<file path="src/rtl/mem_access.sv">
// mem_access: MIPS32 memory stage.
// Takes execute results, runs a two-phase data-bus transaction for loads and
// stores (byte/half lane steering, strobes, load extension) and hands the
// write-back value downstream over a valid/ready handshake.
module mem_access #(
   parameter int ADDR_W = 32
) (
   input  logic              clk,
   input  logic              reset,
   input  logic              in_valid,
   output logic              in_ready,
   input  logic [4:0]        in_rd,
   input  logic [ADDR_W-1:0] in_value,
   input  logic [ADDR_W-1:0] in_vt,
   input  logic              in_load,
   input  logic              in_store,
   input  logic [1:0]        in_size,
   input  logic              in_unsigned,
   output logic              out_valid,
   input  logic              out_ready,
   output logic [4:0]        out_rd,
   output logic [ADDR_W-1:0] out_value,
   output logic              out_misalign,
   output logic              dreq_valid,
   output logic [ADDR_W-1:0] dreq_addr,
   output logic [1:0]        dreq_size,
   output logic [3:0]        dreq_strobe,
   output logic [ADDR_W-1:0] dreq_data,
   input  logic              dresp_addr_ok,
   input  logic              dresp_data_ok,
   input  logic [ADDR_W-1:0] dresp_data
);

   localparam logic [1:0] S_IDLE = 2'd0;
   localparam logic [1:0] S_REQ  = 2'd1;
   localparam logic [1:0] S_WAIT = 2'd2;
   localparam logic [1:0] S_HOLD = 2'd3;

   logic [1:0]        r_state;
   logic [4:0]        r_rd;
   logic [ADDR_W-1:0] r_addr;
   logic [ADDR_W-1:0] r_vt;
   logic [1:0]        r_size;
   logic              r_unsigned;
   logic              r_store;
   logic [4:0]        r_outRd;
   logic [ADDR_W-1:0] r_outValue;
   logic              r_misalign;

   logic              w_inMem;
   logic              w_inMisalign;
   logic [7:0]        w_byte;
   logic [15:0]       w_half;
   logic [ADDR_W-1:0] w_loadValue;
   logic [3:0]        w_strobe;
   logic [ADDR_W-1:0] w_storeData;
   logic              w_capture;

   // Classify the incoming op: memory access, and whether its address is unaligned for its size
   always_comb begin
      w_inMem      = in_load | in_store;
      w_inMisalign = 1'b0;
      if (w_inMem) begin
         if (in_size == 2'd1)
            w_inMisalign = in_value[0];
         else if (in_size == 2'd2)
            w_inMisalign = (in_value[1:0] != 2'b00);
      end
   end

   // Pick the addressed lane out of the returned word and sign/zero-extend it
   always_comb begin
      w_byte = 8'h00;
      case (r_addr[1:0])
         2'd0: w_byte = dresp_data[7:0];
         2'd1: w_byte = dresp_data[15:8];
         2'd2: w_byte = dresp_data[23:16];
         default: w_byte = dresp_data[31:24];
      endcase
      w_half = r_addr[1] ? dresp_data[31:16] : dresp_data[15:0];
      case (r_size)
         2'd0: w_loadValue = {{(ADDR_W-8){~r_unsigned & w_byte[7]}}, w_byte};
         2'd1: w_loadValue = {{(ADDR_W-16){~r_unsigned & w_half[15]}}, w_half};
         default: w_loadValue = dresp_data;
      endcase
   end

   // Byte enables and lane-replicated write data; loads never write any lane
   always_comb begin
      w_strobe    = 4'b0000;
      w_storeData = r_vt;
      case (r_size)
         2'd0: begin
            w_strobe    = 4'b0001 << r_addr[1:0];
            w_storeData = {4{r_vt[7:0]}};
         end
         2'd1: begin
            w_strobe    = r_addr[1] ? 4'b1100 : 4'b0011;
            w_storeData = {2{r_vt[15:0]}};
         end
         default: begin
            w_strobe    = 4'b1111;
            w_storeData = r_vt;
         end
      endcase
      if (!r_store)
         w_strobe = 4'b0000;
   end

   // Response data is taken when data_ok arrives in WAIT, or together with addr_ok in REQ
   always_comb begin
      w_capture = 1'b0;
      if (r_state == S_REQ)
         w_capture = dresp_addr_ok & dresp_data_ok;
      else if (r_state == S_WAIT)
         w_capture = dresp_data_ok;
   end

   // Stage sequencing: accept, request, wait for completion, hold the result until taken
   always_ff @(posedge clk or posedge reset) begin
      if (reset) begin
         r_state    <= S_IDLE;
         r_rd       <= '0;
         r_addr     <= '0;
         r_vt       <= '0;
         r_size     <= '0;
         r_unsigned <= 1'b0;
         r_store    <= 1'b0;
         r_outRd    <= '0;
         r_outValue <= '0;
         r_misalign <= 1'b0;
      end else begin
         case (r_state)
            S_IDLE: begin
               if (in_valid) begin
                  r_rd       <= in_rd;
                  r_addr     <= in_value;
                  r_vt       <= in_vt;
                  r_size     <= in_size;
                  r_unsigned <= in_unsigned;
                  r_store    <= in_store;
                  r_misalign <= w_inMisalign;
                  if (!w_inMem) begin
                     r_outRd    <= in_rd;
                     r_outValue <= in_value;
                     r_state    <= S_HOLD;
                  end else if (w_inMisalign) begin
                     r_outRd    <= '0;
                     r_outValue <= in_value;
                     r_state    <= S_HOLD;
                  end else begin
                     r_state <= S_REQ;
                  end
               end
            end
            S_REQ: begin
               if (dresp_addr_ok)
                  r_state <= dresp_data_ok ? S_HOLD : S_WAIT;
            end
            S_WAIT: begin
               if (dresp_data_ok)
                  r_state <= S_HOLD;
            end
            default: begin
               if (out_ready)
                  r_state <= S_IDLE;
            end
         endcase
         if (w_capture) begin
            r_outRd    <= r_store ? 5'd0 : r_rd;
            r_outValue <= r_store ? '0 : w_loadValue;
         end
      end
   end

   // Handshake and bus outputs are decoded from the state; fields read as zero outside their phase
   always_comb begin
      in_ready     = (r_state == S_IDLE);
      out_valid    = (r_state == S_HOLD);
      out_rd       = out_valid ? r_outRd : '0;
      out_value    = out_valid ? r_outValue : '0;
      out_misalign = out_valid & r_misalign;
      dreq_valid   = (r_state == S_REQ);
      dreq_addr    = dreq_valid ? r_addr : '0;
      dreq_size    = dreq_valid ? r_size : '0;
      dreq_strobe  = dreq_valid ? w_strobe : '0;
      dreq_data    = dreq_valid ? w_storeData : '0;
   end

endmodule

</file>
<file path="config.mk">
export PLATFORM = sky130hd
export DESIGN_NAME = mem_access
export DESIGN_NICKNAME = d
export VERILOG_FILES = /design/src/rtl/mem_access.sv
export SDC_FILE = /design/constraint.sdc
export NUM_CORES = 1
export LEC_CHECK = 0
export CAP_MARGIN = 20
export CORE_MARGIN = 3
export CORE_UTILIZATION = 51
export CTS_CLUSTER_SIZE = 24
export DETAILED_ROUTE_END_ITERATION = 6
export GPL_TIMING_DRIVEN = 0
export PLACE_DENSITY = 0.87
export SYNTH_ARGS = -nofsm -noshare
export SYNTH_HDL_FRONTEND = slang
export SYNTH_SLANG_ARGS = --single-unit
</file>
<file path="constraint.sdc">
create_clock -name clk -period 6.5 [get_ports clk]
set_clock_uncertainty 0.05 [all_clocks]
set_input_delay 1.3 -clock clk [delete_from_list [all_inputs] [get_ports clk]]
set_output_delay 1.3 -clock clk [all_outputs]
set_load 0.03 [all_outputs]
</file>
==> results.py <==
metrics = {
    "run_status": {
        "outcome": "finished clean",
    },
    "critical_path": {
        "crit_path_start": "r_state[1]",
        "path_class": "reg -> out",
        "rr_startpoint": "r_state[0]",
        "cp-start-kind": "register",
        "worst_ep_required_time_ps": 5150,
        "arrival_ps": 3260,
        "crit_path_end_kind": "primary output",
        "cp_max_fo": 10,
    },
    "sta": {
        "setup_tns_ps": 0,
        "maxSlewHeadroom_pct": 58.32,
        "finalSetupViolations": 0,
        "drv_slew": 0,
        "period_share_pct": 70.88,
        "report.final.hold_viol_count": 0,
        "clock.fmax_mhz": 217.0,
        "worstMarginPinSlew_ps": 625.1,
        "rsz0062_at_grt": "false",
        "period_minus_slack_ps": 4608,
    },
    "floorplanning": {
        "ios": 223,
        "dieHeight_um": 122.1,
        "die_w_um": 122.1,
        "coreArea_um2": 12880,
        "die_area_um2": 14900,
        "start_util_pct": 53.36,
        "rows": 41,
    },
    "final_layout": {
        "final_cell_mix": "nand2_1 (257), clkdlybuf4s50_1 (222), dfrtp_1 (113), and2_1 (82), nor2_1 (39)",
        "final_common_cell": "nand2_1",
        "num-nets-final": 1176,
        "area_delta_synth_final_pct": 44.56,
        "final_layout_size_suffix_gt1_share_pct": 8.574,
        "diodes": 0,
        "fillers": 933,
    },
    "clocking": {
        "cts_tree": "done",
        "cts.reportedPaths.clkPinSlew_ps": 50,
        "h-tree-depth": 4,
        "cts.path.max_buffers": 2,
        "cts_resized": 0,
        "hold_buffers": 0,
        "cts_buffers": 17,
        "clockRootBuffer": "clkbuf_16",
        "cts_setup_buffers": 0,
        "clk_latency_ps": 420,
        "clock_sinks": 113,
    },
    "global_routing": {
        "grt_first_pass_wirelength_um": 37050,
        "overflow": 0,
        "grt_usage_pct": 32.59,
        "grt_max_degree": 64,
        "antenna_found_initial": 0,
        "grt_pass1_vias": 6883,
    },
    "synthesis": {
        "syn_inst": 818,
        "synthDistinctLibCells": 53,
        "syn_area_um2": 6870,
        "muxShareOfSynthArea_pct": 6.374,
        "avgSynthCellArea_um2": 8.399,
        "ys_seq_area_share_pct": 41.16,
        "synth_xor_area_share_pct": 0,
        "yosys.area_share.simple_pct": 29.48,
        "yosys.area_share.adder_pct": 0.7285,
        "ys_ff_latch": 113,
        "synth_compound_area_share_pct": 17.19,
        "yosys_warnings": 0,
        "synth_top_family_by_area": "simple AND/OR/NAND/NOR gates",
        "syn-num-nets": 934,
    },
    "hold_path": {
        "hold_path_class": "reg -> reg",
        "min_from": "r_addr[17]",
    },
    "power": {
        "p_int_mw": 2.733,
        "clkPwrFrac_pct": 19.1,
        "switchingPower_mw": 2.138,
        "vdd_ir_drop_max_mv": 0.2962,
        "p_leak_nw": 4.439,
        "power.total_mw": 4.872,
        "power_frac_comb_pct": 54.7,
        "p_seq_share_pct": 26.2,
        "power_density_nw_per_um2": 490.5,
        "switching_share_pct": 43.89,
    },
    "place": {
        "gp_congestion": 0.9547,
        "dp_hpwl_um": 17720,
        "portBuffers": 222,
    },
    "route": {
        "wl_met2_um": 11380,
        "antenna_left": 0,
        "highest_layer": "met4",
        "drc": 0,
        "wl_met1_um": 9379,
        "vias_per_cell": 5.724,
        "drtPass1Iterations": 5,
        "wl_per_cell_um": 19.26,
        "dr_wl_met3_um": 2592,
        "vias": 7127,
        "drt_iter0_markers": 604,
        "wirelength_um": 23980,
    },
    "job": {
        "drv_cap": 0,
    },
}
-- final timing paths --
| path | endpoint | slack [ps] | cells past startpoint |
|---|---|---|---|
| min in group asynchronous | r_outRd[0] | 1240 | 2 |
| max in group asynchronous | r_addr[8] | 4480 | 3 |
| worst min register to register | r_addr[17] | 420 | 2 |
| worst min-delay path | r_addr[17] | 420 | 2 |
| worst max-delay path | dreq_data[24] | 1890 | 6 |
| worst max register to register | r_rd[1] | 3960 | 7 |
-- synth_stat cells, drive strengths merged --
cell type	n	share of area (%)
mux4	7	2.3
clkbuf	34	1.9
o31a	1	0.26
buf	32	2.9
o22ai	8	0.73
nand4	8	0.73
and2	82	7.5
a21o	7	0.76
nand2b	6	0.55
o32a	1	0.15
a31oi	1	0.091
nand3b	1	0.11
a32oi	7	0.89
and3	1	0.16
mux2i	16	2.3
o211ai	8	0.95
a2111o	7	1.1
a32o	5	0.73
nand3	8	0.66
a21boi	8	0.87
a21oi	24	1.8
nor2b	19	1.7
a22oi	1	0.31
and3b	7	0.89
o211a	9	1.3
o22a	17	2.2
ha	4	0.73
o21bai	1	0.11
mux2	9	1.7
nor3	3	0.29
o21ai	38	2.9
nand2	258	14
or2	2	0.18
nor2	39	2.1
dfrtp	113	41
inv	5	0.27
a22o	1	0.13
a211oi	17	1.9
nor4	1	0.091
nor3b	2	0.29
-- kinds of logic after synthesis --
kind of cell	count (synthesis)
AO/OA/AOI/OAI	161
adder cells (fa/ha/maj)	4
buffers and inverters	71
flip-flops	113
multiplexers	32
AND/OR/NAND/NOR	437
-- routing by layer --
layer	vias up	track usage, %
met4	0	12.74
met1	3412	40.19
met5	-	0
met3	45	10.35
li1	3264	-
met2	406	53.42
-- flip-flops by register name, indices dropped and copies added, names as in the netlist --
signal and cells:
r_addr 32, r_misalign 1, r_outRd 5, r_outValue 32, r_rd 5, r_size 2
r_state 2, r_store 1, r_unsigned 1, r_vt 32
-- power by group through the flow --
stage,Sequential [mW],Combinational [mW],Clock [mW]
floorplan,1.19,1.78,0
global placement,1.26,2.58,0
detailed placement,1.27,2.63,0
CTS,1.26,2.65,0.938
global route,1.31,2.89,0.974
finish,1.27,2.66,0.933
-- per-stage QoR --
step,cells,cell area [µm²],hold slack [ps],setup WS [ps],utilization [%]
2_1_floorplan,818,6870,387.4,2163,-
3_3_place_gp,1212,9308,399.8,427.3,72.29
3_5_place_dp,1213,9340,404.8,2407,72.54
4_1_cts,1245,9932,418.4,1911,77.14
5_1_grt,1245,9932,448.5,1740,77.14
6_report,1245,9932,415.1,1892,77.14
-- critical path, cell delays in order (launching register included) --
cell and delay [ps]:
dfrtp_1 400, inv_1 110, ha_1 380, clkbuf_1 530, clkbuf_1 480, o211a_1 230, clkdlybuf4s50_1 700
-- cell type report --
type	count	area [µm²]	area share, %
Multi-Input combinational cell	634	3695	37.20
Sequential cell	113	2828	28.47
Timing Repair Buffer	223	2250	22.65
Clock buffer	22	484.2	4.875
Buffer	66	329.1	3.313
Tap cell	172	215.2	2.167
Clock inverter	10	107.6	1.083
Inverter	5	23.77	0.2394
No activity file was read; power rests on OpenSTA's default activity.
